## src/rtl/bounce_gen_pkg.sv

```systemverilog
// Shared types and constants for the contact-bounce generator.
// The LFSR step helper is only used when BOUNCE_GEN_RANDOM_EN is defined.
package bounce_gen_pkg;

  typedef enum logic [2:0] {
    IDLE,
    PRESS_B,
    HOLD,
    REL_B,
    FIN
  } bg_state_t;

  localparam logic [15:0] LFSR_TAPS = 16'hB400;

  // Galois form: shift right, fold the taps back in when a one falls out.
  function automatic logic [15:0] lfsr_step(input logic [15:0] q);
    return q[0] ? ((q >> 1) ^ LFSR_TAPS) : (q >> 1);
  endfunction

endpackage

```

## src/rtl/lfsr16.sv

```systemverilog
// 16-bit Galois LFSR that advances one step per adv_i pulse.
// Only elaborated when BOUNCE_GEN_RANDOM_EN is defined; the fixed-width build has no LFSR.
`ifdef BOUNCE_GEN_RANDOM_EN
module lfsr16
  import bounce_gen_pkg::*;
#(
  parameter logic [15:0] SEED = 16'hACE1
) (
  input  logic        clk_i,
  input  logic        rst_ni,
  input  logic        adv_i,
  output logic [15:0] q_o
);

  logic [15:0] q_q;
  logic [15:0] q_d;

  always_comb begin
    q_d = q_q;
    if (adv_i) begin
      q_d = lfsr_step(q_q);
    end
  end

  always_ff @(posedge clk_i or negedge rst_ni) begin
    if (!rst_ni) begin
      q_q <= SEED;
    end else begin
      q_q <= q_d;
    end
  end

  assign q_o = q_q;

endmodule
`endif

```

## src/rtl/button_bounce_gen.sv

```systemverilog
// Pushbutton emulator: bouncy press, stable hold, bouncy release per start request.
// Define BOUNCE_GEN_RANDOM_EN for LFSR-driven segment widths; otherwise every segment is BOUNCE_W.
module button_bounce_gen
  import bounce_gen_pkg::*;
#(
  parameter int unsigned NUM_BOUNCES = 2,
  parameter int unsigned BOUNCE_W    = 3,
  parameter int unsigned WIDTH_BITS  = 4,
  parameter int unsigned HOLD_CYCLES = 20,
  parameter logic [15:0] SEED        = 16'hACE1
) (
  input  logic clk_i,
  input  logic rst_ni,
  input  logic start_i,
  input  logic abort_i,
  output logic bot_o,
  output logic busy_o,
  output logic done_o
);

  localparam int unsigned NumSegs = 2 * NUM_BOUNCES;
  localparam int unsigned SegW    = WIDTH_BITS + 1;
  localparam int unsigned HoldW   = $clog2(HOLD_CYCLES + 1);
  localparam int unsigned IdxW    = $clog2(NumSegs + 1);

  localparam logic [IdxW-1:0]  LastIdx  = IdxW'(NumSegs - 1);
  localparam logic [HoldW-1:0] HoldLoad = HoldW'(HOLD_CYCLES - 1);

  if (NUM_BOUNCES < 1 || BOUNCE_W < 1 || HOLD_CYCLES < 1 || WIDTH_BITS < 1 ||
      WIDTH_BITS > 15 || BOUNCE_W > (1 << SegW) || SEED == 16'h0) begin : g_param_check
    $error("button_bounce_gen: illegal parameter combination");
  end

  bg_state_t        state_q, state_d;
  logic [IdxW-1:0]  idx_q, idx_d;
  logic [HoldW-1:0] hold_cnt_q, hold_cnt_d;
  logic [SegW-1:0]  seg_cnt_q, seg_cnt_d;
  logic [SegW-1:0]  seg_load;
  logic             seg_start;
  logic             seg_dec;
  logic             bot_q, bot_d;
  logic             busy_q, busy_d;
  logic             done_q, done_d;

`ifdef BOUNCE_GEN_RANDOM_EN
  logic [15:0] lfsr_q;

  // Width is taken from the value present at load; the LFSR steps in the same cycle.
  lfsr16 #(
    .SEED(SEED)
  ) u_lfsr (
    .clk_i (clk_i),
    .rst_ni(rst_ni),
    .adv_i (seg_start),
    .q_o   (lfsr_q)
  );

  assign seg_load = {1'b0, lfsr_q[WIDTH_BITS-1:0]};
`else
  assign seg_load = SegW'(BOUNCE_W - 1);
`endif

  // State register.
  always_ff @(posedge clk_i or negedge rst_ni) begin
    if (!rst_ni) begin
      state_q <= IDLE;
    end else begin
      state_q <= state_d;
    end
  end

  // Next-state and counter control.
  always_comb begin
    state_d    = state_q;
    idx_d      = idx_q;
    hold_cnt_d = hold_cnt_q;
    seg_start  = 1'b0;
    seg_dec    = 1'b0;
    unique case (state_q)
      IDLE: begin
        if (start_i) begin
          state_d   = PRESS_B;
          idx_d     = '0;
          seg_start = 1'b1;
        end
      end
      PRESS_B, REL_B: begin
        if (seg_cnt_q == '0) begin
          if (idx_q == LastIdx) begin
            state_d    = (state_q == PRESS_B) ? HOLD : FIN;
            hold_cnt_d = (state_q == PRESS_B) ? HoldLoad : '0;
            idx_d      = '0;
          end else begin
            idx_d     = idx_q + 1'b1;
            seg_start = 1'b1;
          end
        end else begin
          seg_dec = 1'b1;
        end
      end
      HOLD: begin
        if (hold_cnt_q == '0) begin
          state_d   = REL_B;
          idx_d     = '0;
          seg_start = 1'b1;
        end else begin
          hold_cnt_d = hold_cnt_q - 1'b1;
        end
      end
      FIN: begin
        state_d = IDLE;
      end
      default: begin
        state_d = IDLE;
      end
    endcase

    // Abort beats everything, including a start seen in the same IDLE cycle.
    if (abort_i) begin
      state_d    = IDLE;
      idx_d      = '0;
      hold_cnt_d = '0;
      seg_start  = 1'b0;
      seg_dec    = 1'b0;
    end
  end

  always_comb begin
    seg_cnt_d = seg_cnt_q;
    if (seg_start) begin
      seg_cnt_d = seg_load;
    end else if (seg_dec) begin
      seg_cnt_d = seg_cnt_q - 1'b1;
    end
    if (abort_i) begin
      seg_cnt_d = '0;
    end
  end

  // Outputs follow the current state one cycle later, except abort clears them at once.
  always_comb begin
    bot_d  = 1'b0;
    busy_d = 1'b0;
    done_d = 1'b0;
    unique case (state_q)
      PRESS_B: begin
        bot_d  = ~idx_q[0];
        busy_d = 1'b1;
      end
      HOLD: begin
        bot_d  = 1'b1;
        busy_d = 1'b1;
      end
      REL_B: begin
        bot_d  = idx_q[0];
        busy_d = 1'b1;
      end
      FIN: begin
        done_d = 1'b1;
      end
      default: begin
        bot_d = 1'b0;
      end
    endcase
    if (abort_i) begin
      bot_d  = 1'b0;
      busy_d = 1'b0;
      done_d = 1'b0;
    end
  end

  always_ff @(posedge clk_i or negedge rst_ni) begin
    if (!rst_ni) begin
      idx_q      <= '0;
      hold_cnt_q <= '0;
      seg_cnt_q  <= '0;
      bot_q      <= 1'b0;
      busy_q     <= 1'b0;
      done_q     <= 1'b0;
    end else begin
      idx_q      <= idx_d;
      hold_cnt_q <= hold_cnt_d;
      seg_cnt_q  <= seg_cnt_d;
      bot_q      <= bot_d;
      busy_q     <= busy_d;
      done_q     <= done_d;
    end
  end

  assign bot_o  = bot_q;
  assign busy_o = busy_q;
  assign done_o = done_q;

endmodule
```

## config.mk

```make
export PLATFORM = sky130hd
export DESIGN_NAME = button_bounce_gen
export DESIGN_NICKNAME = d
export VERILOG_FILES = /design/src/rtl/bounce_gen_pkg.sv /design/src/rtl/lfsr16.sv /design/src/rtl/button_bounce_gen.sv
export SDC_FILE = /design/constraint.sdc
export NUM_CORES = 1
export LEC_CHECK = 0
export ABC_AREA = 1
export CORE_UTILIZATION = 55
export CTS_BUF_LIST = sky130_fd_sc_hd__clkbuf_4 sky130_fd_sc_hd__clkbuf_8
export CTS_CLUSTER_SIZE = 12
export DETAILED_ROUTE_END_ITERATION = 16
export HOLD_SLACK_MARGIN = 0.03
export PLACE_DENSITY = 0.77
export SLEW_MARGIN = 20
export SYNTH_ARGS = -nofsm -noshare
export SYNTH_HDL_FRONTEND = slang
export SYNTH_HIERARCHICAL = 1
export SYNTH_SLANG_ARGS = --single-unit
export TNS_END_PERCENT = 100
```

## constraint.sdc

```tcl
create_clock -name clk_i -period 1.4 [get_ports clk_i]
set_input_delay 0.21 -clock clk_i [delete_from_list [all_inputs] [get_ports clk_i]]
set_output_delay 0.21 -clock clk_i [all_outputs]
set_load 0.005 [all_outputs]
```

==> reports/qor.txt, run 1 <==
flop2flop setup slack -> -0.05 ns
Core Footprint -> 2002 µm²
Tot GR Track Use -> 23.00%
RSZ-0062 raised after global routing -> true
via/cell ratio -> 4.923
first-pass GRT wire length -> 4057 µm
Reg clk slew, reported paths -> 0.11 ns
syn_area_per_cell -> 7.294 µm²
commonest cells after routing, fill and taps aside -> 51 x nand2_1, 22 x nor2_1, 20 x buf_4, 18 x dfrtp_1, 13 x inv_1
Fin. Hold Viols -> 0
Synth Instances -> 164
GPL Wtd Cong -> 0.9036
Ant. Diodes -> 0
Initial Util -> 59.75%
Final WS setup -> -0.05417 ns
# DRC -> 0
port bufs -> 6
yosys warns -> 6
most common cell after layout, fill and taps aside -> nand2_1
crit path time final -> 1.454 ns
fill cell total of the finished layout -> 145
element type at the critical path end -> register
Hold WS -> 0.2237 ns
largest family of logic cells by synthesized area -> simple AND/OR/NAND/NOR gates
sw frac -> 45.86%
Hold Path Class -> input port to async pin
max_slew headroom -> 80.40%
vias in the first global route -> 1006
Highest Clock Rate -> 687.7 MHz
via count -> 1093
Die Wd -> 48.64 µm
Sw Pwr -> 1.353 mW
Worst Clk Skew -> 0.006043 ns
kind of critical path -> register to register
Leak -> 0.8648 nW
drt initial violations -> 15
die area -> 2365 µm²
Synth area leaders -> dfrtp_1 40%, nand2_1 17%, nor2_1 7.8%
TritonCTS clock tree -> done
TritonRoute pass-1 iters -> 4
CP startpoint kind -> register
post-place instance area -> 1395 µm²
CTS Sinks -> 19
clock latency on the worst-skew pair -> 0.32 ns
largest net degree at the start of global routing -> 20
Final Cycle Share -> 103.9%
remaining antenna violation count after routing -> 0
drt total wl -> 2593 µm
worst slew pin tran -> 0.2913 ns
register area share after synthesis -> 39.75%
part of the power in registers -> 28.4%
fin nets -> 205
syn nets -> 173
I/O Pins -> 7
Max Slew Vio Count -> 0
final core occ -> 77.69%
final setup vio count -> 12
Pwr Density -> 1897 nW/µm²
Adder-Cell Fraction of Synth Area -> 5.230%
Critical Path RT -> 1.67 ns
Synth Area in XOR/XNOR -> 2.929%
layout cell share with drive strength beyond 1 -> 29.23%
simple-gate share of the synthesized area -> 41.21%
total CTS buffers -> 3
HPWL Detailed -> 1745 µm
clock group share of total power -> 9.9%
Area Growth Syn to Fin -> 30.02%
Netlist Area Pre-Place -> 1196 µm²
Cell Rows -> 16
Chip Height -> 48.64 µm
biggest area consumer among synthesized cells -> dfrtp_1
CTS Buffer Depth -> 2
failing checks -> negative setup slack
Root Buffer -> clkbuf_4
max-cap viol count -> 0
Design Area, Final -> 1555 µm²
Pint -> 1.597 mW
largest fanout on the critical path -> 5
depth of the CTS H-tree -> 1
#FFs+latches synth -> 19
post-synthesis compound-gate area fraction -> 3.452%
WP data arrival -> 1.72 ns
Unique masters post-synth -> 22
mux cell area share after synthesis -> 0%
initial antenna violation count -> 0
Combinational Power Share -> 61.8%
Worst VDD drop -> 1213 µV
outcome -> finished with violations
Avg WL per Cell -> 11.68 µm
Synth top area share -> 39.75%
setup tns final -> -0.3306 ns
total grt overflow -> 0
-- per-layer routing --
metal	GRT usage [%]	vias to the layer above	share of wire, %	routed length [µm]
li1	-	564	-	-
met1	27.68	508	44	1145
met2	39.35	16	50	1294
met3	3.774	5	3.6	93
met4	11.76	0	2.3	60
met5	0	-	0	0
-- area by class of cell --
cell class | count | area, µm² | area share (%)
clock buffer | 3 | 22.52 | 1.448
clock inverter | 1 | 5.005 | 0.3218
inverter | 23 | 91.34 | 5.873
multi-input combinational | 122 | 695.7 | 44.73
sequential | 19 | 476.7 | 30.65
tap | 27 | 33.78 | 2.172
timing repair buffer | 27 | 230.2 | 14.80
-- through the flow --
stage / instances / setup WS, ns / total power, mW
global placement: 211 / -0.1386 / 2.299
global route: 222 / -0.1451 / 3.206
detailed placement: 211 / -0.1468 / 2.343
floorplan: 164 / 0.04062 / 1.921
CTS: 218 / -0.02287 / 2.796
finish: 222 / -0.05417 / 2.950
-- power groups by stage --
| stage | Sequential [mW] | Combinational [mW] | Clock (mW) |
|---|---|---|---|
| 3_3_place_gp | 0.823 | 1.48 | 0 |
| 5_1_grt | 0.851 | 2.05 | 0.306 |
| 3_5_place_dp | 0.834 | 1.51 | 0 |
| 6_report | 0.837 | 1.82 | 0.291 |
| 2_1_floorplan | 0.823 | 1.10 | 0 |
| 4_1_cts | 0.823 | 1.68 | 0.295 |
-- worst paths after layout --
check	end	start	depth (start not counted)
setup reg to reg	hold_cnt_q[0]$_DFFE_PN0P_	seg_cnt_q[0]$_DFFE_PN0P_	10
min in group clk_i	idx_q[1]$_DFFE_PN0P_	idx_q[1]$_DFFE_PN0P_	2
setup / recovery	hold_cnt_q[0]$_DFFE_PN0P_	seg_cnt_q[0]$_DFFE_PN0P_	10
hold / removal	seg_cnt_q[0]$_DFFE_PN0P_	rst_ni	2
max in group asynchronous	state_q[0]$_DFFE_PN0P_	rst_ni	2
hold reg to reg	idx_q[1]$_DFFE_PN0P_	idx_q[1]$_DFFE_PN0P_	2
-- cell usage after synthesis --
master / n
nand2_1: 53
nor2_1: 25
dfrtp_1: 19
inv_1: 18
nand3_1: 13
ha_1: 5
nand2_4: 5
inv_2: 4
xor2_1: 4
a21oi_1: 3
nand2_2: 2
nand4_1: 2
nor3_1: 2
a21boi_1: 1
a21oi_2: 1
inv_4: 1
nor2_2: 1
nor2_4: 1
nor2_8: 1
nor4_1: 1
o21ai_0: 1
o21ai_1: 1
-- state kept, by name, indices dropped and copies added, names as in the netlist --
register / cells
busy_o: 1
state_q: 3
idx_q: 3
done_o: 1
hold_cnt_q: 5
bot_o: 1
seg_cnt_q: 5
-- critical path, cell delays in order, from the launching register on --
cell and delay, ns:
dfrtp_1 0.41, inv_2 0.09, ha_4 0.14, inv_2 0.03
nor2_2 0.08, nand2_2 0.10, nand2_4 0.14, nand2_4 0.08
a21oi_4 0.18, nand2_1 0.08, nand2_1 0.06
-- repair_timing --
item | in CTS | in global routing
pin swaps | 7 | 11
hold buffers | 0 | 0
setup endpoints to repair | 15 | 16
resized for setup | 10 | 12
gates cloned | 0 | 0
buffers inserted | 3 | 4
-- logic make-up after synthesis --
kind of cell | count (synthesis)
AOI/OAI and AO/OA | 7
adders and majority gates | 5
buffers and inverters | 23
and+or+nand+nor | 106
DFF | 19
xor gates and xnor gates | 4
Power figures use the tool's default switching activity.
==> inputs of run 2 (changes only) <==
--- a/config.mk
+++ b/config.mk
@@ -12,6 +12,7 @@
 export DETAILED_ROUTE_END_ITERATION = 16
 export HOLD_SLACK_MARGIN = 0.03
 export PLACE_DENSITY = 0.77
+export REMOVE_ABC_BUFFERS = 1
 export SLEW_MARGIN = 20
 export SYNTH_ARGS = -nofsm -noshare
 export SYNTH_HDL_FRONTEND = slang
==> results of run 2 <==
Same layout as run 1: the final DEF is identical, and so are final timing and power.
==> RTL change 1, RTL diff (flow settings as in run 1) <==
Build with the macro `BOUNCE_GEN_RANDOM_EN` defined.
--- a/src/rtl/lfsr16.sv
+++ b/src/rtl/lfsr16.sv
@@ -2,2 +2,4 @@
 // Only elaborated when BOUNCE_GEN_RANDOM_EN is defined; the fixed-width build has no LFSR.
+`define BOUNCE_GEN_RANDOM_EN
+
 `ifdef BOUNCE_GEN_RANDOM_EN
Check against the original RTL: not equivalent (Yosys sat finds a counterexample within 10 cycles, from zero or initial values and one cycle with rst_ni low).
==> RTL change 1 against run 1 <==
- the flow still finishes with violations (negative setup slack)
- via count rose by 66%
- area after synthesis grew 56%
- power up 100%
- worst hold slack worse by 30 ps
- die area grew 54%
- final area grew 72%
- sequential cell count rose by 16
- worst setup slack got worse by 130 ps
- critical path depth is 1 higher
- first-iteration DRC count grew to 11 times the old value
- wire length increased by 100%
- critical endpoint is now state_q[1]
- highest routed layer unchanged
==> RTL change 1: results (changes against run 1) <==
{| class="wikitable"
! Metric !! Value
|-
| Result of the run || complete, but fails checks
|-
| Violated checks || negative setup slack
|-
| Worst ir drop on vdd || 0.00179 V (+48%)
|-
| Via/cell ratio || 5.33 (+8.3%)
|-
| Cell area after synthesis || 0.00187 sq mm (+56%)
|-
| Wire length of the first global-routing pass || 8070 microns (+99%)
|-
| Clock-net power || 951 uW (+230%)
|-
| Clock buffers || 6 (+3)
|-
| Proportion of cell area spent on the clock network || 3.93% (+2.2 points)
|-
| Violation count after the first detailed-route iteration || 164 (+149)
|-
| GP Congestion || 0.890 (-1.5%)
|-
| Clock skew || 14.0 ps (+7.95 ps)
|-
| Actual slew at the worst max-slew pin || 354 ps (+62.4 ps)
|-
| Synthesized netlist net count || 242 (+40%)
|-
| Setup violations, final || 32 (+20)
|-
| Amount of wire on met3 after detailed routing || 207 microns (+120%)
|-
| Count of plain and timing-repair buffers in the layout || 57 (+110%)
|-
| M1 GR Usage || 36.6% (+8.9 points)
|-
| Fin worst setup slack || -186 ps (-131 ps)
|-
| Comb. pwr || 3.34 mW (+84%)
|-
| Routed met1 length || 2170 microns (+90%)
|-
| Metal2 WL || 2640 microns (+100%)
|-
| Half-perimeter wire length after placement || 3000 microns (+72%)
|-
| Multi-input combinational cell area || 0.00101 sq mm (+45%)
|-
| Multi-In Gates || 165 (+35%)
|-
| GR Util met3 || 5.84% (+2.1 points)
|-
| Post-synthesis adder-cell area fraction || 3.35% (-1.9 points)
|-
| Layout buffering overhead excluding clock cells || 18.0% (+3.2 points)
|-
| Setup bufs post-CTS || 5 (+2)
|}
[RTL change 1: cell count changes in the layout (fill, tap and decap cells not counted), sizes merged, moves of 3 or more]
cell / delta
nand4: +3
dfrtp: +8
nor3: +5
buf: +30
clkbuf: +3
nand2: +27
o21ai: +10
clkdlybuf4s50: -3
dfstp: +8
nor2: -10
nand3: +6
inv: +9
[RTL change 1: path summary, 6_finish.rpt]
check / slack (ps) / to / cells after the start / startpoint
worst max-delay path: -190 / state_q[1] / 11 / hold_cnt_q[0]
max in group asynchronous: 940 / u_lfsr/q_o[13] / 2 / rst_ni
worst min-delay path: 190 / seg_cnt_q[0] / 2 / rst_ni
min in group clk_i: 470 / u_lfsr/q_o[5] / 2 / u_lfsr/q_o[5]
worst max register to register: -190 / state_q[1] / 11 / hold_cnt_q[0]
worst min register to register: 470 / u_lfsr/q_o[5] / 2 / u_lfsr/q_o[5]
[RTL change 1: worst max-delay path, stage by stage (launching register included)]
cell	delay (ps)
sky130_fd_sc_hd__dfrtp_1	400
sky130_fd_sc_hd__inv_2	90
sky130_fd_sc_hd__ha_4	140
sky130_fd_sc_hd__nand2_4	60
sky130_fd_sc_hd__nor2_4	120
sky130_fd_sc_hd__buf_4	130
sky130_fd_sc_hd__buf_6	90
sky130_fd_sc_hd__nor3_4	40
sky130_fd_sc_hd__nor2_4	180
sky130_fd_sc_hd__nand2_2	100
sky130_fd_sc_hd__nand2_1	80
sky130_fd_sc_hd__o21ai_1	60
[RTL change 1: metrics by stage]
step | util, % | hold slack [ps] | total power [mW]
floorplan | - | -85.6 | 3.23
CTS | 82.3 | 220 | 5.55
finish | 85.5 | 194 | 5.96
detailed placement | 73.8 | 446 | 4.17
global route | 85.5 | 201 | 6.32
global placement | 73.8 | 441 | 4.08
==> RTL change 2, RTL diff (flow settings as in run 1) <==
Without the edit above. The 5 states of `bg_state_t` get a one-hot encoding in 5 bits.
--- a/src/rtl/bounce_gen_pkg.sv
+++ b/src/rtl/bounce_gen_pkg.sv
@@ -4,8 +4,8 @@
 
-  typedef enum logic [2:0] {
-    IDLE,
-    PRESS_B,
-    HOLD,
-    REL_B,
-    FIN
+  typedef enum logic [4:0] {
+    IDLE    = 5'b00001,
+    PRESS_B = 5'b00010,
+    HOLD    = 5'b00100,
+    REL_B   = 5'b01000,
+    FIN     = 5'b10000
   } bg_state_t;
Behaviour: same outputs for any inputs over 10 cycles, from zero or initial values and one cycle with rst_ni low; not proved beyond that.
==> RTL change 2 against run 1 <==
- the flow still finishes with violations (negative setup slack)
- worst setup slack worse by 70 ps
- power down 22%
- wire length is 48% higher
- critical endpoint is now state_q[3]
- fmax fell by 4.6%
- sequential share of layout area down 3.8 points
- area after synthesis rose by 20%
- clock power up 16%
- clock skew shrank 3.2 ps
- die area grew 19%
- highest routed layer unchanged
- final area up 27%
- critical path depth down 2
- sequential cell count up 2
- largest power group unchanged
==> RTL change 2: results (changes against run 1) <==
{| class="wikitable"
! Metric !! Value
|-
| DP Worst Slack || -241 ps (-93.8 ps)
|-
| Fin worst setup slack || -125 ps (-70.5 ps)
|-
| Violated checks || negative setup slack
|-
| Worst ir drop on vdd || 0.000885 V (-27%)
|-
| Half-perimeter wire length after placement || 2630 microns (+51%)
|-
| Leading post-synthesis cells by cell area || sky130_fd_sc_hd__dfrtp_1, sky130_fd_sc_hd__nand2_1, sky130_fd_sc_hd__nor2_1
|-
| Via/cell ratio || 5.53 (+12%)
|-
| GRT Util Overall || 31.4% (+8.4 points)
|-
| Delay of the slowest cell on the worst path || 460 ps (+50 ps)
|-
| Setup violations, final || 18 (+6)
|-
| Placed cell count || 252 (+19%)
|-
| Final std cells w/o fill || 265 (+19%)
|-
| Top flop regs || hold_cnt_q (5), seg_cnt_q (5), state_q (5)
|-
| Actual slew at the worst max-slew pin || 348 ps (+56.6 ps)
|-
| GP Congestion || 0.852 (-5.7%)
|-
| Maximum fanout encountered on the critical timing path || 4 (-1)
|-
| Result of the run || complete, but fails checks
|-
| Mapped Avg Cell Area || 7.51 sq um (+3.0%)
|-
| Number of different library cells in the post-synthesis netlist || 27 (+23%)
|-
| Wire length of the first global-routing pass || 6400 microns (+58%)
|-
| Clock skew || 2.85 ps (-3.20 ps)
|-
| Post-synthesis adder-cell area fraction || 4.36% (-0.87 points)
|-
| Maximum number of pins on one net before global-route repair || 22 (+10%)
|-
| Xor/xnor share of the synthesized area || 0.610% (-2.3 points)
|-
| Clock edge transition at the registers on the reported setup and hold paths || 130 ps (+20 ps)
|}
RTL change 2: cell count changes after synthesis, sizes merged, moves of 2 or more:
cell / run 1 / this run
nand4: 2 / 4
nand2: 60 / 55
o21ai: 2 / 5
o21bai: 0 / 3
nor2: 28 / 36
nand3: 13 / 24
nand3b: 0 / 5
xor2: 4 / 0
RTL change 2: per-layer routing:
layer  up-vias  global-route usage (%)
met5         -                       0
met4         0                    11.4
met3        12                    3.16
met2        55                    55.5
met1       695                    39.0
li1        704                       -
RTL change 2: what timing repair did:
action | in CTS | in global routing
setup endpoints to repair | 18 | 20
gates cloned | 0 | 0
setup buffers | 8 | 1
resized for setup | 25 | 9
hold endpoints to repair | 0 | 0
pin swaps | 16 | 4
hold buffers | 0 | 0
RTL change 2: kinds of logic after synthesis:
group,after synthesis
buffers and inverters,24
AOI/OAI and AO/OA,13
and+or+nand+nor,127
xor gates and xnor gates,1
adders and majority gates,5
DFF,21
RTL change 2: through the flow:
step | util (%) | hold WS (ps)
after CTS | 77.9 | 242
after detailed placement | 70.4 | 471
final | 79.4 | 230
after global placement | 70.4 | 457
after floorplan | - | -85.6
after global routing | 79.4 | 267
RTL change 2: path summary, 6_finish.rpt:
| path | from | end | slack, ps | cells past startpoint |
|---|---|---|---|---|
| min in group clk_i | idx_q[1] | idx_q[1] | 510 | 2 |
| min reg2reg | idx_q[1] | idx_q[1] | 510 | 2 |
| max | state_q[1] | state_q[3] | -120 | 8 |
| min | rst_ni | hold_cnt_q[1] | 230 | 2 |
| max reg2reg | state_q[1] | state_q[3] | -120 | 8 |
| max in group asynchronous | rst_ni | state_q[0] | 890 | 2 |
RTL change 2: final cells by class:
| class | count | area, sq um |
|---|---|---|
| clock buffer | 4 | 30.0 |
| fill | 169 | 509 |
| inverter | 22 | 85.1 |
| multi-input combinational | 146 | 943 |
| sequential | 21 | 528 |
| tap | 30 | 37.5 |
| timing repair buffer | 42 | 344 |
RTL change 2: where the power goes:
group	total, mW	internal (mW)	switching [mW]
Clock	0.338	0.131	0.207
Sequential	0.763	0.687	0.0765
Combinational	1.19	0.505	0.682
